**config.mk**
```make
export PLATFORM = sky130hd
export DESIGN_NAME = mips_div
export DESIGN_NICKNAME = d
export VERILOG_FILES = /design/src/rtl/mips_div.sv
export SDC_FILE = /design/constraint.sdc
export NUM_CORES = 1
export LEC_CHECK = 0
export BUFFER_PORTS_ARGS = -buffer_cell sky130_fd_sc_hd__buf_2
export CORE_ASPECT_RATIO = 1.75
export CORE_MARGIN = 8
export CORE_UTILIZATION = 34
export CTS_CLUSTER_DIAMETER = 200
export DETAILED_ROUTE_END_ITERATION = 10
export PLACE_DENSITY = 0.57
export REMOVE_ABC_BUFFERS = 1
export SYNTH_ARGS = -nofsm -noshare
export SYNTH_HDL_FRONTEND = slang
export SYNTH_SLANG_ARGS = --single-unit
```
**constraint.sdc**
```tcl
create_clock -name clk -period 5.3 [get_ports clk]
set_clock_uncertainty 0.05 [all_clocks]
set_input_delay 1.06 -clock clk [delete_from_list [all_inputs] [get_ports clk]]
set_output_delay 1.06 -clock clk [all_outputs]
set_load 0.01 [all_outputs]
```
**src/rtl/mips_div.sv**
```systemverilog
// Iterative radix-2 restoring divider for DIV/DIVU in the EX stage.
// Produces {remainder, quotient} after WIDTH+1 cycles and stalls the pipeline meanwhile.
module mips_div #(
    parameter int unsigned WIDTH = 32
) (
    input  logic                 clk,
    input  logic                 rst,
    input  logic                 signed_div_i,
    input  logic [WIDTH-1:0]     opdata1_i,
    input  logic [WIDTH-1:0]     opdata2_i,
    input  logic                 start_i,
    input  logic                 annul_i,
    output logic [2*WIDTH-1:0]   result_o,
    output logic                 ready_o,
    output logic                 stallreq_o
);

    localparam int unsigned CW = $clog2(WIDTH + 1);

    typedef enum logic [1:0] {FREE, BYZERO, ON, END} state_e;

    state_e               state_q, state_d;
    logic [WIDTH-1:0]     rem_q, rem_d;
    logic [WIDTH-1:0]     quo_q, quo_d;
    logic [WIDTH-1:0]     dvs_q, dvs_d;
    logic [CW-1:0]        cnt_q, cnt_d;
    logic                 neg_quo_q, neg_quo_d;
    logic                 neg_rem_q, neg_rem_d;
    logic [2*WIDTH-1:0]   result_q, result_d;

    logic                 accept;
    logic                 last_iter;
    logic                 op1_neg;
    logic [WIDTH:0]       shifted;
    logic [WIDTH:0]       trial;
    logic [WIDTH-1:0]     iter_rem;
    logic [WIDTH-1:0]     iter_quo;
    logic [WIDTH-1:0]     fin_quo;
    logic [WIDTH-1:0]     fin_rem;

    assign accept    = start_i & ~annul_i;
    assign last_iter = (cnt_q == CW'(WIDTH - 1));
    assign op1_neg   = signed_div_i & opdata1_i[WIDTH-1];

    always_ff @(posedge clk or negedge rst) begin
        if (!rst) begin
            state_q <= FREE;
        end else begin
            state_q <= state_d;
        end
    end

    always_comb begin
        state_d = state_q;
        case (state_q)
            FREE:    if (accept) state_d = (opdata2_i == '0) ? BYZERO : ON;
            BYZERO:  state_d = annul_i ? FREE : END;
            ON: begin
                if (annul_i)        state_d = FREE;
                else if (last_iter) state_d = END;
            end
            END:     if (annul_i || !start_i) state_d = FREE;
            default: state_d = FREE;
        endcase
    end

    always_comb begin
        ready_o    = (state_q == END);
        result_o   = ready_o ? result_q : '0;
        stallreq_o = start_i & ~ready_o & ~annul_i;
    end

    // Dividend bits shift out of quo_q into the partial remainder while quotient bits shift in.
    always_comb begin
        shifted  = {rem_q, quo_q[WIDTH-1]};
        trial    = shifted - {1'b0, dvs_q};
        iter_rem = trial[WIDTH] ? shifted[WIDTH-1:0] : trial[WIDTH-1:0];
        iter_quo = {quo_q[WIDTH-2:0], ~trial[WIDTH]};
        fin_quo  = neg_quo_q ? -iter_quo : iter_quo;
        fin_rem  = neg_rem_q ? -iter_rem : iter_rem;
    end

    always_comb begin
        rem_d     = rem_q;
        quo_d     = quo_q;
        dvs_d     = dvs_q;
        cnt_d     = cnt_q;
        neg_quo_d = neg_quo_q;
        neg_rem_d = neg_rem_q;
        result_d  = result_q;
        case (state_q)
            FREE: begin
                if (accept && opdata2_i != '0) begin
                    neg_quo_d = signed_div_i & (opdata1_i[WIDTH-1] ^ opdata2_i[WIDTH-1]);
                    neg_rem_d = op1_neg;
                    quo_d     = op1_neg ? -opdata1_i : opdata1_i;
                    dvs_d     = (signed_div_i && opdata2_i[WIDTH-1]) ? -opdata2_i : opdata2_i;
                    rem_d     = '0;
                    cnt_d     = '0;
                end
            end
            BYZERO: result_d = '0;
            ON: begin
                if (!annul_i) begin
                    rem_d = iter_rem;
                    quo_d = iter_quo;
                    cnt_d = cnt_q + 1'b1;
                    if (last_iter) result_d = {fin_rem, fin_quo};
                end
            end
            default: ;
        endcase
    end

    always_ff @(posedge clk or negedge rst) begin
        if (!rst) begin
            rem_q     <= '0;
            quo_q     <= '0;
            dvs_q     <= '0;
            cnt_q     <= '0;
            neg_quo_q <= 1'b0;
            neg_rem_q <= 1'b0;
            result_q  <= '0;
        end else begin
            rem_q     <= rem_d;
            quo_q     <= quo_d;
            dvs_q     <= dvs_d;
            cnt_q     <= cnt_d;
            neg_quo_q <= neg_quo_d;
            neg_rem_q <= neg_rem_d;
            result_q  <= result_d;
        end
    end

endmodule

```
-- Word level (Yosys, flattened, before mapping)
Cells that the tools add are included.
- bits in registers: 170
- $add $sub $neg: 6
- eq/ne operators: 10
- muxes and demuxes: 25
- bitwise operators: 9
- reduce and logical (&&, ||, !) cells: 13
- operator list (operator ; count):
    two-way mux 32 bit ; 9
    two-way mux 64 bit ; 3
    negation 32 bit ; 4
    one-hot mux 32 bit (2 select lines) ; 2
    one-hot mux 64 bit (2 select lines) ; 1
    subtractor 33 x 32 -> 33 bit ; 1
    zero test 32 bit ; 1
    nonzero test 32 bit ; 1
    two-way mux 2 bit ; 6
    two-way mux 6 bit ; 2
    one-hot mux 6 bit (2 select lines) ; 1
    AND reduction 3 bit ; 3
    != test 2 bit (second input constant) ; 4
    one-hot mux 2 bit (4 select lines) ; 1
    adder 6 x 1 -> 6 bit (second input constant) ; 1
    equality test 6 x 5 -> 1 bit (second input constant) ; 1
    bitwise AND 1 bit ; 5
    equality test 2 bit (second input constant) ; 2
    nonzero test 2 bit ; 2
    != test 3 bit (second input constant) ; 1
    NOT 1 bit ; 3
    equality test 2 x 1 -> 1 bit (second input constant) ; 1
    logical AND 1 bit ; 2
    zero test 2 bit ; 1
    other kinds (5) ; 5

-- Depth between registers and ports, before layout
- depth in word-level cells: 7
- mapped depth: 23

-- Least setup slack after synthesis
Ideal clock, no wire load.
- kind: register -> register
- start point: register quo_q[31]
- end point: register result_q[60]
- library setup time: 96 ps
- arrival time: 4488 ps
- data required time: 5154 ps
- path slack: 667 ps
- stages on the path, launching flop included: 24
- path buffers: 3
- clock period less this slack: 4633 ps
- cells stage by stage: dfrtp_1 -> inv_1 -> ha_1 -> inv_1 -> fa_1 -> a211oi_1 -> or3_4 -> a2111o_1 -> a21o_1 -> o211a_4 -> inv_4 -> buf_6 -> clkbuf_1 -> clkbuf_1 -> nor2_1 -> a21oi_1 -> ha_1 -> nor4bb_1 -> a31oi_1 -> o21ai_1 -> o31a_1 -> o21ai_1 -> xor2_1 -> o31ai_1
- word-level cells in the longest chain between the ends: 7
- RTL lines (element ; RTL line ; source):
    start: declaration ; 24 ; logic [WIDTH-1:0] quo_q, quo_d;
    start signal: assignment ; 126 ; quo_q <= quo_d;
    subtractor 33 x 32 -> 33 bit ; 76 ; trial = shifted - {1'b0, dvs_q};
    two-way mux 32 bit * ; 77 ; iter_rem = trial[WIDTH] ? shifted[WIDTH-1:0] : trial[WIDTH-1:0];
    negation 32 bit ; 80 ; fin_rem = neg_rem_q ? -iter_rem : iter_rem;
    two-way mux 32 bit * ; 80 ;
    two-way mux 64 bit * ; 108 ; if (last_iter) result_d = {fin_rem, fin_quo};
    two-way mux 64 bit * ; 104 ; if (!annul_i) begin
    one-hot mux 64 bit (2 select lines) * ; 91 ; case (state_q)
    end signal: assignment ; 131 ; result_q <= result_d;
    end: declaration ; 29 ; logic [2*WIDTH-1:0] result_q, result_d;
Mark *: on every way between the ends. The rest lies on a longest branch, timed or not. The select of a mux whose other input is x is not followed.
A chain may end at the register's enable or synchronous reset.

-- Worst setup path after layout
- start point: register rem_q[5]
- end point: register result_q[58]
- word-level cells in the longest chain between the ends: 7
- RTL lines (element ; RTL line ; source):
    start: declaration ; 23 ; logic [WIDTH-1:0] rem_q, rem_d;
    start signal: assignment ; 125 ; rem_q <= rem_d;
    subtractor 33 x 32 -> 33 bit ; 76 ;
    two-way mux 32 bit * ; 77 ;
    negation 32 bit ; 80 ;
    two-way mux 32 bit * ; 80 ;
    two-way mux 64 bit * ; 108 ;
    two-way mux 64 bit * ; 104 ;
    one-hot mux 64 bit (2 select lines) * ; 91 ;
Marked as above.

==> reports/results.txt <==
final setup fails - 0
cell count after synthesis - 1570
Final period util - 88.5%
#FFs+latches synth - 170
Distinct cells, synth - 79
crit-path leading delay family - compound AO/OA/AOI/OAI gates
Routed Antenna Nets - 0
routed vias - 11622
postcts setup bufs - 0
worst-skew pair later-pin latency - 0.45 ns
die area - 0.0432 mm^2
Post-synth EDFFs - 0
Slew Limit Fails - 0
H-tree levels - 4
WL/cell - 19.0 um
area leader, netlist - dfrtp_1
share of the yosys chip area belonging to registers - 34.2%
worst rel slew slack - 23.3%
number of fillers in the final layout - 3727
final wirelength - 40800 um
Finished Core Util - 39.4%
gr ovfl total - 0
worst r2r src - rem_q[5]
top_reg_cell synth - dfrtp_1
area growth from synthesis to layout - 14.2%
drt pass-1 iters - 5
share of layout cells above drive strength 1 - 12.8%
Worst Setup EP - result_q[58]
RSZ-0062 raised after global routing - false
global-route wire length before repair - 65300 um
Placer Congestion - 0.904
gr usage total - 18.9%
Die H - 269 um
CTS clk-pin slew, worst paths - 0.07 ns
critical path fanouts, max - 23
count leader, synth - nand2_1
max-cap check violation count - 0
Final Hold Vio Count - 0
crit path DAT - 5.00 ns
Post-route DRC - 0
number of gates resized after cts - 0
Async SR Flop Fraction - 100%
Final HPWL DP - 31400 um
clock buffer depth - 2
slowest CP cell - a2111o_1
cell row count - 92
clock sink count - 170
top post-synthesis cells by count - nand2_1 (242), dfrtp_1 (170), o21ai_0 (160), a21oi_1 (140), nor2_1 (100)
Req. time, crit path - 5.61 ns
final non-filler cell total - 2148
die width - 161 um
R2R setup slack - 0.61 ns
drt via density - 5.41
LEAKAGE - 6.34 nW
CTS hold repair buffers - 0
placed cells - 2117
Layout Nets - 1777
largest net degree at the start of global routing - 91
CP cell instances - ha_1, nand3_2, or3_4, a2111o_1, a21o_1, o211a_4, inv_4, mux2i_1, ha_1, nor4bb_1, a31oi_1, o21ai_1, o31a_1, nand2_1, xnor2_1, o31ai_1
n_diodes - 0
Crit path buffers/inverters - 1
CTS root buf - clkbuf_16
startpoint types - flip-flop
CP Launch Point - rem_q[5]
input/output buffers - 134
Reg2Reg Depth - 16
CTS tree - yes
worst vdd ir - 0.222 mV
Avg Cell Area, Syn - 7.92 um^2
Tmin final - 4.69 ns
f_max - 0.213 GHz
Critical R2R Capture - result_q[58]
Least-Margin Pin Slew - 1.15 ns
Initial DRC Count - 521
ranking of synthesized cells by area - dfrtp_1 (34%), nand2_1 (7.3%), o21ai_0 (6.4%)
Power Density - 494 mW/mm^2
Crit path depth - 16
initial antenna violation count - 0
crit path kind - flip-flop to flip-flop
Mapped Area - 0.0124 mm^2
Largest stage delay, worst path - 0.45 ns
effective utilization at floorplan - 34.5%
Placeable Area - 0.0360 mm^2
Critical Path End Type - flip-flop
share of the synthesized area in the top cell type - 34.2%
Worst Hold Class - flip-flop to flip-flop
Synthesis Warnings - 0
vias in the first global route - 12020
most used cell, CP - ha_1
Num CTS Buffers - 17
io pins - 135
status - finished clean
## state kept, by name, indices dropped and copies added (netlist names)
name       count
state_q        2
neg_rem_q      1
quo_q         32
cnt_q          6
dvs_q         32
neg_quo_q      1
result_q      64
rem_q         32
## worst min-delay path: stages (launching register included)
cell	delay (ns)
dfrtp_1	0.33
nand2_1	0.04
o21ai_0	0.06
## power breakdown
part / leakage (nW) / internal, mW / switching [mW]
clock: 0.290 / 0.752 / 0.559
combinational: 3.86 / 1.23 / 2.34
sequential: 2.19 / 1.77 / 0.373
## through the flow
stage                     TNS [ns]  hold slack, ns  total power [mW]  setup WS (ns)  area, um^2
final                            0           0.422              7.02          0.610       14200
after detailed placement         0           0.413              5.74          0.636       13600
after global routing             0           0.449              7.58          0.271       14200
after floorplan             -23.69           0.386              4.50         -0.539       12100
after global placement           0           0.410              5.71          0.687       13600
after CTS                        0           0.428              7.09          0.603       14200
## routing by layer
| metal | track usage [%] | wire (um) | vias up | part of all wire (%) |
|---|---|---|---|---|
| li1 | - | - | 5723 | - |
| met1 | 20.0 | 16000 | 5569 | 39 |
| met2 | 36.1 | 22000 | 248 | 54 |
| met3 | 2.72 | 1140 | 82 | 2.8 |
| met4 | 9.20 | 1730 | 0 | 4.2 |
| met5 | 0 | 0 | - | 0 |
## cell type report
| type | instances | area, um^2 | area share, % |
|---|---|---|---|
| Clock inverter | 11 | 144 | 1.01 |
| Tap cell | 470 | 588 | 4.14 |
| Multi-Input combinational cell | 1261 | 7650 | 53.9 |
| Sequential cell | 170 | 4250 | 29.9 |
| Timing Repair Buffer | 160 | 910 | 6.40 |
| Clock buffer | 20 | 447 | 3.14 |
| Inverter | 56 | 213 | 1.50 |
## how the worst min path moves through the flow
stage                 start            to  slack [ns]  depth (start not counted)
2_1_floorplan  result_q[54]  result_q[54]        0.39                          2
3_3_place_gp   result_q[50]  result_q[50]        0.41                          2
3_5_place_dp   result_q[24]  result_q[24]        0.41                          2
4_1_cts        result_q[24]  result_q[24]        0.43                          2
5_1_grt         result_q[0]   result_q[0]        0.45                          2
6_report       result_q[24]  result_q[24]        0.42                          2
## cell families after synthesis
kind of cell,Yosys count,share of synthesized area [%]
fa+ha+maj,42,4.28
mux,27,2.22
compound gates,482,23.4
buf+inv,139,4.44
xor+xnor,132,9.29
flops,170,34.2
simple gates,578,22.2
## placed cells by master (no fill, tap or decap), types with 13 or more instances in the layout
cell,synthesis,routed
nor3_1,41,41
buf_4,0,23
or3_1,18,18
o21ai_1,30,30
o31ai_1,38,38
buf_2,10,133
and2_1,74,74
and3_1,13,13
xor2_1,70,70
clkbuf_16,0,17
nand2_1,242,241
mux2i_1,22,22
dfrtp_1,170,170
a21oi_1,140,140
xnor2_1,62,62
o21ai_0,160,160
nand3_1,19,18
ha_1,41,39
nor4_1,14,14
a21o_1,15,15
o41ai_1,15,15
inv_1,54,53
nor2_1,100,100
Power figures use the tool's default switching activity.
